$ cat src/rtl/lcd_hd44780_rx.sv
// Responder end of the HD44780 4-bit write interface: init tracking, command decode,
// address counter and 2xCOLS character buffer. Define LCD_RX_SYNC_EN for an async driver.
module lcd_hd44780_rx #(
   parameter int          COLS       = 16,
   parameter logic [7:0]  BLANK_CHAR = 8'h20
) (
   input  logic                          clk,
   input  logic                          reset,
   input  logic                          lcd_en,
   input  logic                          lcd_rs,
   input  logic [3:0]                    lcd_data,
   input  logic [$clog2(2*COLS)-1:0]     rd_addr,
   output logic [7:0]                    rd_data,
   output logic                          cmd_valid,
   output logic [7:0]                    cmd_byte,
   output logic                          data_valid,
   output logic [6:0]                    ac,
   output logic                          four_bit,
   output logic                          display_on,
   output logic                          busy,
   output logic                          err
);

   localparam int DEPTH = 2 * COLS;
   localparam int AW    = $clog2(DEPTH);

   typedef enum logic {PH_HI, PH_LO} phase_t;

   logic          en_in, rs_in;
   logic [3:0]    data_in;

`ifdef LCD_RX_SYNC_EN
   logic [1:0]    en_sync, rs_sync;
   logic [3:0]    data_s1, data_s2;

   always_ff @(posedge clk) begin
      if (reset) begin
         en_sync <= '0;
         rs_sync <= '0;
         data_s1 <= '0;
         data_s2 <= '0;
      end else begin
         en_sync <= {en_sync[0], lcd_en};
         rs_sync <= {rs_sync[0], lcd_rs};
         data_s1 <= lcd_data;
         data_s2 <= data_s1;
      end
   end

   assign en_in   = en_sync[1];
   assign rs_in   = rs_sync[1];
   assign data_in = data_s2;
`else
   assign en_in   = lcd_en;
   assign rs_in   = lcd_rs;
   assign data_in = lcd_data;
`endif

   logic          en_q, rs_q;
   logic [3:0]    data_q;
   logic          strobe, accept;

   always_ff @(posedge clk) begin
      if (reset) begin
         en_q   <= 1'b0;
         rs_q   <= 1'b0;
         data_q <= '0;
      end else begin
         en_q   <= en_in;
         rs_q   <= rs_in;
         data_q <= data_in;
      end
   end

   // Falling edge of en consumes the rs/data that were registered while en was high.
   assign strobe = en_q & ~en_in;
   assign accept = strobe & ~busy;

   phase_t        phase_q, phase_d;
   logic [3:0]    hi_nib;
   logic          hi_rs;
   logic          byte_done, byte_bad;
   logic [7:0]    byte_val;

   always_ff @(posedge clk) begin
      if (reset) phase_q <= PH_HI;
      else       phase_q <= phase_d;
   end

   always_comb begin
      phase_d   = phase_q;
      byte_done = 1'b0;
      byte_bad  = 1'b0;
      byte_val  = {data_q, 4'h0};
      if (accept) begin
         if (!four_bit) begin
            byte_done = 1'b1;
         end else if (phase_q == PH_HI) begin
            phase_d = PH_LO;
         end else begin
            phase_d  = PH_HI;
            byte_val = {hi_nib, data_q};
            if (rs_q != hi_rs) byte_bad  = 1'b1;
            else               byte_done = 1'b1;
         end
         if (byte_done && !rs_q && byte_val[7:5] == 3'b001) phase_d = PH_HI;
      end
   end

   logic [6:0]    ac_step;
   logic          increment;

   always_comb begin
      ac_step = ac;
      if (increment) begin
         if (ac == 7'h27)      ac_step = 7'h40;
         else if (ac == 7'h67) ac_step = 7'h00;
         else                  ac_step = ac + 7'd1;
      end else begin
         if (ac == 7'h00)      ac_step = 7'h67;
         else if (ac == 7'h40) ac_step = 7'h27;
         else                  ac_step = ac - 7'd1;
      end
   end

   logic [AW-1:0] clr_idx;
   logic          wr_en;
   logic [AW-1:0] wr_idx;
   logic [7:0]    wr_dat;

   // Clear and data writes share the single write port; strobes are refused while busy.
   always_comb begin
      wr_en  = 1'b0;
      wr_idx = clr_idx;
      wr_dat = BLANK_CHAR;
      if (!reset) begin
         if (busy) begin
            wr_en = 1'b1;
         end else if (byte_done && rs_q) begin
            wr_dat = byte_val;
            if (int'(ac) < COLS) begin
               wr_en  = 1'b1;
               wr_idx = AW'(ac);
            end else if (ac >= 7'h40 && int'(ac) < 'h40 + COLS) begin
               wr_en  = 1'b1;
               wr_idx = AW'(int'(ac) - 'h40 + COLS);
            end
         end
      end
   end

   always_ff @(posedge clk) begin
      if (reset) begin
         cmd_valid  <= 1'b0;
         cmd_byte   <= '0;
         data_valid <= 1'b0;
         ac         <= '0;
         four_bit   <= 1'b0;
         display_on <= 1'b0;
         err        <= 1'b0;
         increment  <= 1'b1;
         busy       <= 1'b1;
         clr_idx    <= '0;
         hi_nib     <= '0;
         hi_rs      <= 1'b0;
      end else begin
         cmd_valid  <= 1'b0;
         data_valid <= 1'b0;
         if ((strobe && busy) || byte_bad) err <= 1'b1;
         if (accept && four_bit && phase_q == PH_HI) begin
            hi_nib <= data_q;
            hi_rs  <= rs_q;
         end
         if (busy) begin
            clr_idx <= clr_idx + AW'(1);
            if (clr_idx == AW'(DEPTH - 1)) busy <= 1'b0;
         end
         if (byte_done) begin
            if (rs_q) begin
               data_valid <= 1'b1;
               ac         <= ac_step;
            end else begin
               cmd_valid <= 1'b1;
               cmd_byte  <= byte_val;
               casez (byte_val)
                  8'b1???????: ac <= byte_val[6:0];
                  8'b01??????: ;
                  8'b001?????: four_bit <= ~byte_val[4];
                  8'b0001????: ;
                  8'b00001???: display_on <= byte_val[2];
                  8'b000001??: increment <= byte_val[1];
                  8'b0000001?: ac <= '0;
                  8'b00000001: begin
                     ac        <= '0;
                     increment <= 1'b1;
                     busy      <= 1'b1;
                     clr_idx   <= '0;
                  end
                  default: ;
               endcase
            end
         end
      end
   end

   logic [7:0] mem [DEPTH];

   always_ff @(posedge clk) begin
      if (wr_en) mem[wr_idx] <= wr_dat;
   end

   // Read-before-write: a same-edge write to rd_addr shows up one cycle later.
   always_ff @(posedge clk) begin
      if (reset) rd_data <= '0;
      else       rd_data <= mem[rd_addr];
   end

endmodule

$ cat config.mk
export PLATFORM = sky130hd
export DESIGN_NAME = lcd_hd44780_rx
export DESIGN_NICKNAME = d
export VERILOG_FILES = /design/src/rtl/lcd_hd44780_rx.sv
export SDC_FILE = /design/constraint.sdc
export NUM_CORES = 1
export LEC_CHECK = 0
export ABC_AREA = 1
export CAP_MARGIN = 20
export CORE_MARGIN = 2
export CORE_UTILIZATION = 55
export DETAILED_ROUTE_END_ITERATION = 6
export GPL_ROUTABILITY_DRIVEN = 0
export MAX_ROUTING_LAYER = met4
export PLACE_DENSITY = 0.76
export SLEW_MARGIN = 20
export SYNTH_ARGS = -nofsm -noshare
export SYNTH_HDL_FRONTEND = slang
export SYNTH_SLANG_ARGS = --single-unit
$ cat constraint.sdc
create_clock -name clk -period 2.97 [get_ports clk]
set_clock_uncertainty 0.1 [all_clocks]
set_input_delay 0.594 -clock clk [delete_from_list [all_inputs] [get_ports clk]]
set_output_delay 0.594 -clock clk [all_outputs]
set_load 0.01 [all_outputs]
==> summary.md, run 1 <==
| Metric | Value |
|---|---|
| Worst hold margin | 0.365 ns |
| CP Data Arrival Time | 2.76 ns |
| Ys flop type | edfxtp_1 |
| CP required | 3.12 ns |
| Post-Syn Instances | 1136 |
| Tightest Pin Transition | between 0.6 and 0.7 ns |
| Most common cell in the netlist | edfxtp_1 |
| Met3 wire length | 3.49 mm |
| Antenna Cells | 0 |
| Post-synth top cells | edfxtp_1 (256), nor2_1 (216), o21ai_0 (152) |
| Core area | 22600 sq um |
| Final WL | 31.2 mm |
| Pin count of the biggest net entering global routing | 97 |
| Seq/Total Area, Yosys | 67.9% |
| Static Leakage | approximately 5.3 nW |
| Avg Cell Area, Syn | 11.2 sq um |
| Hold buffers post-CTS | 0 |
| Antenna violations before repair | 0 |
| MaxCap Viol Count | 0 |
| Final Hold Vio Count | 0 |
| First-pass GRT wire length | slightly below 50 mm |
| Die area | between 20000 and 25000 sq um |
| Relative slew slack | 59.0% |
| Met2 Wirelength | 14.5 mm |
| Initial Util | 56.2% |
| Minimum clock period | 2.61 ns |
| Total power | 8.62 mW |
| Core Util, Final | ~65% |
| 1st-iter DRT viols | 1119 |
| Skew-Pair Late Insertion Delay | 0.55 ns |
| CTS root buffer | clkbuf_16 |
| TritonRoute pass-1 iters | 5 |
| Overall Global Routing Usage | 27.0% |
| Async SR Flop Fraction | 0% |
| I/O pin count | 42 |
| Vias post-DR | 9122 |
| Reg-to-Reg Start | hi_rs$_SDFFE_PP0P_ |
| Final nets | 1231 |
| Crit-path max FO | 11 |
| Post-Syn Nets | 1153 |
| Cell taking the most area after synthesis | edfxtp_1 |
| Port Buf Inserts | 41 |
| Crit path kind | in2reg |
| # setup viols final | 0 |
| Post-cts sizing count | 0 |
| Final Slew Violations | 0 |
| Status | finished, final reports clean |
| Synth area leaders | edfxtp_1 (60%), dfxtp_1 (7.4%), nor2_1 (6.4%) |
| Placed cell area | 13800 sq um |
| F_max | between 300 and 400 MHz |
| Post-route ant nets | 0 |
| Total congestion overflow | 0 |
| Post-route DRC violation count | 0 |
| Fin crit share | 87.7% |
| Number of synthesized flops with an enable pin | 256 |
| Critical path destination | mem[14][5]$_DFFE_PP_ |
| Mapped Area | 12700 sq um |
| Netlist cell types | 43 |
| P&R area growth vs syn | 15.7% |
| Hold Crit Class | reg2reg |
| RR Endpoint | mem[14][5]$_DFFE_PP_ |
| Pwr Density | about 590 nW/um^2 |
| Wl on met1 | 12.3 mm |
| Cell area after layout | between 10000 and 15000 sq um |
| CP endpoint kind | flip-flop |
| Peak supply drop | around 0.37 mV |
| Layout cells sized above 1 | ~12% |
| Vias in the first global route | 8750 |
| Chip height | ~160 microns |
| Average routed wire per standard cell | a little over 20 microns |
| Top Layer Used | met4 |
| #FFs+latches synth | 303 |
| Post-synth top area share | 60.5% |
| Cells on worst reg2reg path | 10 |
| Clk slew on worst S/H paths | 0.06 ns |
| Clock Sinks | 303 |
| RSZ-0062 raised after global routing | false |
| # rows | 55 |
| Reg-to-reg slack, setup | about 0.44 ns |
| Longest Clk Path Bufs | 3 |
| Yosys warnings | 0 |
| CTS buffer count | 30 |
| Via density | 6.00 |
| CTS tree | done |
| Critical Path Start Type | input port |
| Post-CTS Setup Repair Bufs | 0 |
| Crit path launch | lcd_en |
| Max H-tree Level | 1 |
| Detailed Place HPWL | 19.3 mm |
| Die width | about 160 microns |
==> cell usage in the layout, fill, tap and decap left out, types with 2 or more instances in the layout <==
| master | n |
|---|---|
| edfxtp_1 | 256 |
| nor2_1 | 210 |
| o21ai_0 | 152 |
| nand2_1 | 102 |
| nand3_1 | 67 |
| buf_4 | 66 |
| inv_1 | 54 |
| dfxtp_1 | 47 |
| o221ai_1 | 46 |
| a21oi_1 | 39 |
| clkdlybuf4s50_1 | 39 |
| clkbuf_16 | 32 |
| o22ai_1 | 14 |
| clkbuf_1 | 11 |
| nand4_1 | 7 |
| a31oi_1 | 7 |
| nor2_2 | 7 |
| nand2_2 | 6 |
| and3_1 | 5 |
| nor3_1 | 5 |
| clkinv_1 | 5 |
| buf_12 | 5 |
| inv_2 | 4 |
| nor2_4 | 4 |
| ha_1 | 4 |
| clkbuf_8 | 4 |
| o21ai_1 | 3 |
| xnor2_1 | 3 |
| o21ai_4 | 3 |
| o21ai_2 | 3 |
| xor2_1 | 3 |
| clkinv_2 | 3 |
| inv_4 | 2 |
| nand3_4 | 2 |
| nand2_4 | 2 |
| or2_2 | 2 |
==> state kept, by name, indices dropped and copies added, names as in the netlist, 4 cells and up <==
signal,count
ac,7
clr_idx,5
cmd_byte,8
data_q,4
hi_nib,4
mem,256
rd_data,8
==> worst min-delay path by stage <==
stage / cells after the start / end / slack (ns) / from
detailed placement: 2 / cmd_byte[5]$_SDFFE_PP0P_ / 0.35 / cmd_byte[5]$_SDFFE_PP0P_
global placement: 2 / cmd_byte[7]$_SDFFE_PP0P_ / 0.35 / cmd_byte[7]$_SDFFE_PP0P_
CTS: 2 / cmd_byte[3]$_SDFFE_PP0P_ / 0.37 / cmd_byte[3]$_SDFFE_PP0P_
global route: 2 / cmd_byte[7]$_SDFFE_PP0P_ / 0.38 / cmd_byte[7]$_SDFFE_PP0P_
floorplan: 2 / hi_nib[1]$_SDFFE_PP0P_ / 0.33 / hi_nib[1]$_SDFFE_PP0P_
finish: 2 / cmd_byte[3]$_SDFFE_PP0P_ / 0.37 / cmd_byte[3]$_SDFFE_PP0P_
==> final cells by class <==
type | instances | area (sq um)
fillers | 1671 | 7930
clock inverters | 6 | 25.0
well taps | 285 | 357
clock buffers | 47 | 897
multi-input cells | 706 | 3580
inverters | 62 | 239
flip-flops and latches | 303 | 8630
repair buffers | 111 | 991
==> cell families (layout without fill, tap and decap cells) <==
kind of cell / count (synthesis) / after routing / share of synthesized area, %
and+or+nand+nor: 425 / 425 / 14.4
xor gates and xnor gates: 6 / 6 / 0.413
adders and majority gates: 4 / 4 / 0.394
DFF: 303 / 303 / 67.9
AOI/OAI and AO/OA: 271 / 271 / 12.7
buffers and inverters: 127 / 226 / 4.21
==> routing by layer <==
metal	up-vias	track usage [%]
met5	-	-
met4	0	9.22
met3	70	5.47
met2	571	40.9
met1	4242	36.9
li1	4239	-
==> per-stage QoR <==
step                      setup TNS [ns]  setup slack, ns  std cells
after detailed placement          -16.19           -0.143       1467
after floorplan                        0            0.374       1136
after global routing                   0            0.221       1520
final                                  0            0.364       1520
after global placement            -0.912          -0.0371       1467
after CTS                              0            0.426       1520
==> power breakdown <==
part	total (mW)	internal [mW]	switching (mW)
Combinational	0.489	0.168	0.321
Sequential	4.60	4.58	0.0163
Clock	3.53	2.05	1.48
Total	8.62	6.80	1.82
==> worst max-delay path, stage by stage <==
cell,delay [ns]
clkdlybuf4s50_1,0.43
inv_2,0.07
nand2_1,0.09
nor2_4,0.11
nand2_2,0.09
nor2_4,0.10
nand2_2,0.22
o21ai_2,0.33
nand3_1,0.31
nor2_1,0.20
buf_4,0.19
(Power assumes the default switching activity.)
==> run 2, diff against run 1 <==
- CTS_BUF_LIST: unset -> sky130_fd_sc_hd__clkbuf_16
- REMOVE_ABC_BUFFERS: unset -> 1
==> run 2 against run 1 <==
  * Register-to-register slack improved by 0.10 ns
  * First-iteration DRC count decreased by 13%
  * Via count increased by 1.5%
  * Clock-buffer cell count decreased by 16
  * Worst setup slack improved by 0.11 ns
  * Fmax increased by 4.2%
  * Hold slack got worse by 0.0060 ns
  * Global-route usage increased by 0.33 points
  * Utilization increased by 0.47 points
  * Sequential share of layout area decreased by 0.42 points
  * Combinational power increased by 2%
  * Die area unchanged
  * Largest cell class unchanged
  * Largest power group unchanged
==> summary.md, run 2 (same netlist as run 1, synthesis figures left out) <==
| Metric | Value |
|---|---|
| Status | finished, final reports clean |
| Commonest non-fill, non-tap cells in the layout | edfxtp_1 (256), nor2_1 (210), o21ai_0 (152), nand2_1 (102) |
| MaxCap Viol Count | 0 (unchanged) |
| Reg-to-Reg Start | hi_rs$_SDFFE_PP0P_ |
| Peak supply drop | 0.434 mV (+18%) |
| Final Slew Violations | 0 (unchanged) |
| Die width | 156 microns (unchanged) |
| Cells after DPL | 1473 (+0.41%) |
| Hold buffers post-CTS | 0 (unchanged) |
| # setup viols final | 0 (unchanged) |
| Die area | 24400 sq um (unchanged) |
| CTS tree | done |
| Static Leakage | 5.36 nW (+0.67%) |
| Max FFs per register | 256 (unchanged) |
| Overall Global Routing Usage | 27.3% (+0.33 points) |
| CP required | 3.13 ns (about the same) |
| Hold depth | 2 (unchanged) |
| Core area | 22600 sq um (unchanged) |
| Vias post-DR | 9257 (+1.5%) |
| Via density | 6.06 (+0.95%) |
| Crit path launch | lcd_en |
| Post-cts sizing count | 0 (unchanged) |
| CTS buffer count | 30 (unchanged) |
| Post-route DRC violation count | 0 (unchanged) |
| F_max | 400 MHz (+4.2%) |
| Hold Path End | hi_nib[1]$_SDFFE_PP0P_ |
| Most common cell after layout, fill and taps aside | edfxtp_1 |
| Longest Clk Path Bufs | 3 (unchanged) |
| Reg power frac | 53.4% (about the same) |
| Pin count of the biggest net entering global routing | 134 (+38%) |
| HP Start | hi_nib[1]$_SDFFE_PP0P_ |
| Detailed Place HPWL | 19.7 mm (+2.1%) |
| P&R area growth vs syn | 16.6% |
| Antenna Cells | 0 (unchanged) |
| Worst hold margin | 0.359 ns (-0.00603 ns) |
| Clock power share | 40.9% (about the same) |
| Crit-path max FO | 11 (unchanged) |
| RSZ-0062 raised after global routing | false |
| Relative slew slack | 48.1% (-11 points) |
| Pwr Density | 582 nW/um^2 (-0.70%) |
| # rows | 55 (unchanged) |
| Reg-to-reg slack, setup | 0.54 ns (+0.10 ns) |
| Post-route ant nets | 0 (unchanged) |
| Layout cells sized above 1 | 13.2% (+1.0 points) |
| Final Hold Vio Count | 0 (unchanged) |
| Final nets | 1237 (+0.49%) |
| I/O pin count | 42 (unchanged) |
| CP Data Arrival Time | 2.66 ns (-0.10 ns) |
| Cell Int Power | 6.73 mW (-1.1%) |
| Top flop regs | mem: 256 flops, cmd_byte: 8 flops, rd_data: 8 flops |
| Post-Layout Cell Count | 1528 (+0.53%) |
| 1st-iter DRT viols | 977 (-13%) |
| Most flop-heavy register | mem |
| Final WL | 31.9 mm (+2.0%) |
| Fin crit share | 84.2% (-3.5 points) |
| Sw Ratio | 22.0% (+0.88 points) |
| Antenna violations before repair | 0 (unchanged) |
| Skew-Pair Late Insertion Delay | 0.55 ns (about the same) |
| Clock Sinks | 303 (unchanged) |
| Average routed wire per standard cell | 20.8 microns (+1.5%) |
| Tightest Pin Transition | 0.777 ns (+0.164 ns) |
| Vias in the first global route | 8928 (+2.0%) |
| Hold Crit Class | reg2reg |
| Max H-tree Level | 1 (unchanged) |
| CP endpoint kind | flip-flop |
| Cells on worst reg2reg path | 12 (+2) |
| Switching power | 1.89 mW (+4.2%) |
| Clk slew on worst S/H paths | 0.06 ns (about the same) |
| CTS root buffer | clkbuf_16 |
| Port Buf Inserts | 41 (unchanged) |
| Total congestion overflow | 0 (unchanged) |
| RR Endpoint | mem[28][3]$_DFFE_PP_ |
| TritonRoute pass-1 iters | 5 (unchanged) |
| Cell area after layout | 14800 sq um (+0.72%) |
| Initial Util | 56.2% (unchanged) |
| Critical Path Start Type | input port |
| Crit path kind | in2reg |
| Placed cell area | 13900 sq um (+0.74%) |
| Gate power share | 5.8% (about the same) |
| Post-CTS Setup Repair Bufs | 0 (unchanged) |
| Fillcell total | 1651 (-1.2%) |
| Minimum clock period | 2.50 ns (-0.105 ns) |
| Chip height | 156 microns (unchanged) |
| First-pass GRT wire length | 49.1 mm (+0.85%) |
==> run 2: cell count changes in the layout (fill, tap and decap cells not counted), moves of 2 or more <==
cell	change
clkinvlp_4	+4
clkbuf_1	-11
clkbuf_8	-4
clkinv_4	+2
buf_12	+5
clkinv_2	+5
inv_1	+3
clkinv_1	+2
==> run 2: metrics by stage <==
stage | setup TNS (ns) | worst slack [ns] | power, mW | utilization, %
global route | 0 | 0.315 | 8.86 | 65.5
detailed placement | -5.50 | -0.0761 | 5.18 | 61.4
CTS | 0 | 0.478 | 8.65 | 65.5
global placement | -0.0769 | -0.00976 | 5.17 | 61.4
floorplan | -6.00 | -0.178 | 4.94 | -
finish | 0 | 0.469 | 8.62 | 65.5
==> run 2: power groups by stage <==
stage | logic [mW] | registers (mW) | clock network (mW)
floorplan | 0.242 | 4.69 | 0
finish | 0.498 | 4.60 | 3.52
detailed placement | 0.488 | 4.69 | 0
global route | 0.537 | 4.60 | 3.73
global placement | 0.479 | 4.69 | 0
CTS | 0.492 | 4.60 | 3.56
==> run 2: final cells by class <==
| cell class | count | area [sq um] | area share [%] |
|---|---|---|---|
| Timing Repair Buffer | 117 | 1100 | 7.41 |
| Multi-Input combinational cell | 706 | 3570 | 24.1 |
| Sequential cell | 303 | 8630 | 58.2 |
| Inverter | 62 | 239 | 1.61 |
| Clock inverter | 24 | 151 | 1.02 |
| Clock buffer | 31 | 776 | 5.23 |
| Tap cell | 285 | 357 | 2.41 |
==> run 2: worst max-delay path by stage <==
stage                           end  depth (start not counted)
6_report       mem[28][3]$_DFFE_PP_                         13
5_1_grt        mem[13][2]$_DFFE_PP_                         12
4_1_cts                        busy                          1
3_5_place_dp   mem[28][5]$_DFFE_PP_                         11
3_3_place_gp   mem[28][2]$_DFFE_PP_                         11
2_1_floorplan   mem[0][2]$_DFFE_PP_                          5
==> run 2: worst max-delay path: stages <==
cell and delay [ns]:
clkdlybuf4s50_1 0.44, inv_2 0.07, nand2_1 0.10, nor2_4 0.11
nand2_2 0.09, nor2_4 0.10, nand2_2 0.21, nand2_2 0.16
o21ai_4 0.10, nor2_4 0.16, nand2_4 0.15, nor2_1 0.18
buf_4 0.20
==> run 2: per-layer routing <==
| metal | GRT usage (%) | vias up | routed length [microns] |
|---|---|---|---|
| li1 | - | 4240 | - |
| met1 | 35.5 | 4382 | 12400 |
| met2 | 44.7 | 552 | 15500 |
| met3 | 3.89 | 83 | 2930 |
| met4 | 9.48 | 0 | 1060 |
| met5 | - | - | 0 |
